`src/rtl/msk_romulus_pkg.sv`:
```
// Shared types and constants for the masked Romulus mode-level blocks.
package msk_romulus_pkg;

  typedef enum logic [1:0] {
    ST_IDLE  = 2'd0,
    ST_ISSUE = 2'd1,
    ST_WAIT  = 2'd2,
    ST_HOLD  = 2'd3
  } state_t;

  localparam logic [55:0] LFSR_POLY = 56'h95;
  localparam logic [55:0] LFSR_INIT = 56'h1;

  function automatic logic [55:0] lfsr_step(input logic [55:0] v);
    return {v[54:0], 1'b0} ^ (v[55] ? LFSR_POLY : 56'h0);
  endfunction

endpackage

```
`src/rtl/msk_romulus_lfsr.sv`:
```
// 56-bit block counter LFSR for the TK1 field; reload takes priority over step.
module msk_romulus_lfsr
  import msk_romulus_pkg::*;
(
  input  logic        clk,
  input  logic        reset,
  input  logic        step,
  input  logic        reload,
  output logic [55:0] value
);

  logic [55:0] lfsr_q;

  always_ff @(posedge clk or negedge reset) begin
    if (!reset)      lfsr_q <= LFSR_INIT;
    else if (reload) lfsr_q <= LFSR_INIT;
    else if (step)   lfsr_q <= lfsr_step(lfsr_q);
  end

  assign value = lfsr_q;

endmodule

```
`src/rtl/msk_romulus_seq.sv`:
```
// Block sequencer: accepts one shared block, runs it through the masked Skinny core,
// and holds the shared ciphertext until the consumer takes it.
//
// state    | meaning
// ---------+-----------------------------------------------
// ST_IDLE  | ready for a block; inputs registered on handshake
// ST_ISSUE | one-cycle core_start
// ST_WAIT  | waiting for core_done, no time limit
// ST_HOLD  | out_valid high until out_ready
module msk_romulus_seq
  import msk_romulus_pkg::*;
#(
  parameter int d = 2
) (
  input  logic             clk,
  input  logic             reset,
  input  logic             blk_valid,
  output logic             blk_ready,
  input  logic             blk_last,
  input  logic [7:0]       blk_domain,
  input  logic [128*d-1:0] blk_data,
  output logic             out_valid,
  input  logic             out_ready,
  output logic [128*d-1:0] out_data,
  output logic             core_start,
  output logic             core_last,
  input  logic             core_done,
  output logic [127:0]     core_tk1,
  output logic [128*d-1:0] core_pt,
  input  logic [128*d-1:0] core_ct,
  output logic             busy
);

  state_t state, state_nxt;

  logic [128*d-1:0] pt_q;
  logic [128*d-1:0] ct_q;
  logic [7:0]       dom_q;
  logic             last_q;
  logic [55:0]      lfsr;

  logic blk_accept, core_capture, out_hs;

  assign blk_accept   = (state == ST_IDLE) && blk_valid;
  assign core_capture = (state == ST_WAIT) && core_done;
  assign out_hs       = (state == ST_HOLD) && out_ready;

  always_ff @(posedge clk or negedge reset) begin
    if (!reset) state <= ST_IDLE;
    else        state <= state_nxt;
  end

  always_comb begin
    state_nxt  = state;
    blk_ready  = 1'b0;
    core_start = 1'b0;
    out_valid  = 1'b0;
    busy       = 1'b1;
    case (state)
      ST_IDLE: begin
        blk_ready = 1'b1;
        busy      = 1'b0;
        if (blk_valid) state_nxt = ST_ISSUE;
      end
      ST_ISSUE: begin
        core_start = 1'b1;
        state_nxt  = ST_WAIT;
      end
      ST_WAIT: begin
        if (core_done) state_nxt = ST_HOLD;
      end
      ST_HOLD: begin
        out_valid = 1'b1;
        if (out_ready) state_nxt = ST_IDLE;
      end
      default: state_nxt = ST_IDLE;
    endcase
  end

  // Shares are only ever moved whole; nothing combines one share with another.
  always_ff @(posedge clk or negedge reset) begin
    if (!reset) begin
      pt_q   <= '0;
      ct_q   <= '0;
      dom_q  <= 8'h0;
      last_q <= 1'b0;
    end else begin
      if (blk_accept) begin
        pt_q   <= blk_data;
        dom_q  <= blk_domain;
        last_q <= blk_last;
      end
      if (core_capture) ct_q <= core_ct;
    end
  end

  msk_romulus_lfsr u_lfsr (
    .clk    (clk),
    .reset  (reset),
    .step   (out_hs && !last_q),
    .reload (out_hs && last_q),
    .value  (lfsr)
  );

  assign core_tk1  = {lfsr, dom_q, 64'h0};
  assign core_pt   = pt_q;
  assign core_last = last_q;
  assign out_data  = ct_q;

endmodule
```
`config.mk`:
```
export PLATFORM = sky130hd
export DESIGN_NAME = msk_romulus_seq
export DESIGN_NICKNAME = d
export VERILOG_FILES = /design/src/rtl/msk_romulus_pkg.sv /design/src/rtl/msk_romulus_lfsr.sv /design/src/rtl/msk_romulus_seq.sv
export SDC_FILE = /design/constraint.sdc
export NUM_CORES = 1
export LEC_CHECK = 0
export ABC_AREA = 1
export BUFFER_PORTS_ARGS = -buffer_cell sky130_fd_sc_hd__buf_4
export CAP_MARGIN = 25
export CORE_AREA = 2 2 458 460
export CTS_BUF_LIST = sky130_fd_sc_hd__clkbuf_4 sky130_fd_sc_hd__clkbuf_8 sky130_fd_sc_hd__clkbuf_16
export DETAILED_ROUTE_END_ITERATION = 6
export DIE_AREA = 0 0 460 462
export PLACE_DENSITY = 0.37
export SYNTH_ARGS = -nofsm -noshare
export SYNTH_HDL_FRONTEND = slang
export SYNTH_SLANG_ARGS = --single-unit
```
`constraint.sdc`:
```
create_clock -name clk -period 1.4 [get_ports clk]
set_input_delay 0.14 -clock clk [delete_from_list [all_inputs] [get_ports clk]]
set_output_delay 0.14 -clock clk [all_outputs]
set_load 0.01 [all_outputs]
```
==> run summary <==
CTS root buf -> clkbuf_16
Placer Congestion -> 0.805
main flop type after synthesis -> dfrtp_1
die height -> 462 um
Tot GR Track Use -> 0.119
Yosys top cell by area -> dfrtp_1
Startpoint Class -> register
status -> complete, but fails checks
final setup margin -> -0.530 ns
Ys Warns -> 0
Final Skew -> 0.0514 ns
DP Area -> 35,600 um^2
total clock sinks -> 579
min Tclk post-route -> 1.93 ns
Least-Margin Pin Slew -> 0.732 ns
vias in the first global route -> 25,013
top cells by count, synth -> nand2_1, dfrtp_1, nand3_1, buf_2, buf_4
worst reg-to-reg path cell count -> 9
Die Wd -> 460 um
routed wire length -> 137,000 um
#FFs+latches synth -> 579
Net Switching -> 36.3 mW
drc violations -> 0
drt pass-1 iters -> 5
final number of hold-violating endpoints -> 0
leakage power -> 22.6 nW
Seq/Total Area, Yosys -> 0.614
first-pass GRT wire length -> 185,000 um
initial antenna violation count -> 39
Slew Limit Fails -> 0
Worst EP arrival -> 1.79 ns
slew margin rel. -> 0.510
P_int -> 57.0 mW
top-count cell post-synth -> nand2_1
layout cells sized above 1 -> 0.338
CTS max path bufs -> 3
post-synthesis cell type count -> 23
DRT antenna net count -> 0
ys async rst share -> 1.00
Core Region -> 208,000 um^2
Routed WL per cell -> 19.4 um
failing checks -> negative setup slack
CTS tree -> yes
IO Pins -> 1,171
fin area -> 44,600 um^2
HP Class -> in -> async
Cell Pwr Density -> 2090 nW/um^2
Yosys top cell area share -> 0.612
CP required -> 1.26 ns
Die ar. -> 213,000 um^2
fmax -> 0.518 GHz
Max Cap Violations -> 0
largest net degree at the start of global routing -> 75
Post-Place Setup Slack -> -0.414 ns
Max FO, Critical Path -> 6
IO buf count -> 1,106
Iter 0 DRT Violations -> 1,452
part of the power in registers -> 0.314
Avg Inst Size Synth -> 9.30 um^2
post-route clock period utilization -> 1.38
GR Overflow Total -> 0
Logic pwr share -> 0.446
final setup fails -> 613
clock slew at reported path FFs -> 0.08 ns
Crit Path Category -> reg -> out
Area growth, synth to finish -> 88.7%
vias per cell -> 3.48
Rows -> 168
clock power share -> 0.239
detailed-route via count -> 24,539
Syn Inst Count -> 2,540
total CTS buffers -> 78
Skew-Pair Late Insertion Delay -> 0.73 ns
number of nets in the layout -> 4,789
Post-DP HPWL -> 101,000 um
mapped cell area -> 23,600 um^2
synth top area cells -> dfrtp_1, nand2_1, nand3_1
Initial Utilization -> 0.113
unrepaired setup endpoints after global routing -> true
CTS HTree Levels -> 3
Crit. End Element -> output port
EDFF count, synth -> 0
Switching Share -> 0.389
peak supply drop -> 1000 uV
==> sequential cells by signal, summed over array words and instances (netlist names) <==
signal,count
core_pt,256
out_data,256
state,2
u_lfsr.value,56
core_last,1
dom_q,8
==> stage by stage <==
stage,instances,hold WS (ns),power [mW],utilization,setup TNS (ns)
floorplan,2603,-0.156,44.7,-,0
global placement,6334,0.0201,68.0,0.171,-122.42
detailed placement,6334,0.0234,68.0,0.171,-118.30
CTS,7016,0.0492,93.9,0.211,-247.32
global route,7044,0.0979,99.8,0.214,-273.71
finish,7055,0.123,93.3,0.214,-171.70
==> layer usage <==
metal	wire, um	track usage
met1	57000	0.146
met2	62300	0.190
met3	12800	0.0459
met4	4200	0.0431
met5	245	0
==> power groups by stage <==
stage | clock network (mW) | registers (mW) | logic, mW
CTS | 23.2 | 29.3 | 41.4
global route | 23.9 | 30.3 | 45.7
finish | 22.3 | 29.3 | 41.7
global placement | 0 | 29.3 | 38.7
detailed placement | 0 | 29.4 | 38.6
floorplan | 0 | 32.2 | 12.5
==> cells in the final DEF, fill, tap and decap left out, types with 2 or more instances in the layout <==
cell type      count
o21ai_1            2
o21ai_0            4
buf_16             3
nor2_1             2
buf_6             13
inv_4              2
clkinv_16          5
ha_4               4
xnor2_1            3
diode_2           15
clkinvlp_4         3
nand2_4            2
bufinv_16          9
nand2_8            5
o22ai_1           44
clkbuf_8          19
bufbuf_16          4
nand3_1          520
conb_1            64
dlygate4sd3_1    526
clkinv_2          10
inv_1             56
buf_8              6
buf_4           1207
inv_2              2
clkbuf_16         89
clkbuf_4          15
o22ai_2            3
nand2_1         1057
dfrtp_1          578
buf_12            51
nand4_1            2
==> kinds of logic after synthesis <==
| family | after synthesis | share of synthesized area |
|---|---|---|
| adder cells (fa/ha/maj) | 5 | 0.00265 |
| buffers and inverters | 309 | 0.0857 |
| flip-flops | 579 | 0.614 |
| AND/OR/NAND/NOR | 1587 | 0.281 |
| other | 1 | 0.000159 |
| AO/OA/AOI/OAI | 56 | 0.0154 |
| XOR/XNOR | 3 | 0.00111 |
==> critical path: stages, from the launching register on <==
cell	delay [ns]
dfrtp_1	0.41
inv_2	0.09
ha_4	0.25
buf_12	0.16
inv_4	0.03
buf_6	0.11
==> final cells by class <==
cell class	count	area, um^2
antenna	15	37.5
clock buffer	112	2330
clock inverter	30	538
fill	22898	164000
inverter	60	230
multi-input combinational	1718	7470
sequential	579	14500
tap	2720	3400
timing repair buffer	1821	16100
==> worst paths after layout <==
path | slack, ns | start | end
setup / recovery | -0.53 | state[1]$_DFFE_PN0P_ | busy
hold / removal | 0.12 | reset | out_data[139]$_DFFE_PN0P_
setup reg to reg | -0.52 | state[1]$_DFFE_PN0P_ | core_pt[221]$_DFFE_PN0P_
hold reg to reg | 0.47 | out_data[144]$_DFFE_PN0P_ | out_data[144]$_DFFE_PN0P_
max in group asynchronous | 0.13 | reset | state[0]$_DFFE_PN0P_
min in group clk | 0.20 | core_ct[191] | out_data[191]$_DFFE_PN0P_
==> what timing repair did <==
action	CTS	global route
endpoints found under the setup margin	1159	1148
gates cloned	4	22
hold endpoints to repair	1107	0
hold buffers	526	0
resized for setup	22	26
setup buffers	11	2
pin swaps	2	2
Power figures use the tool's default switching activity.
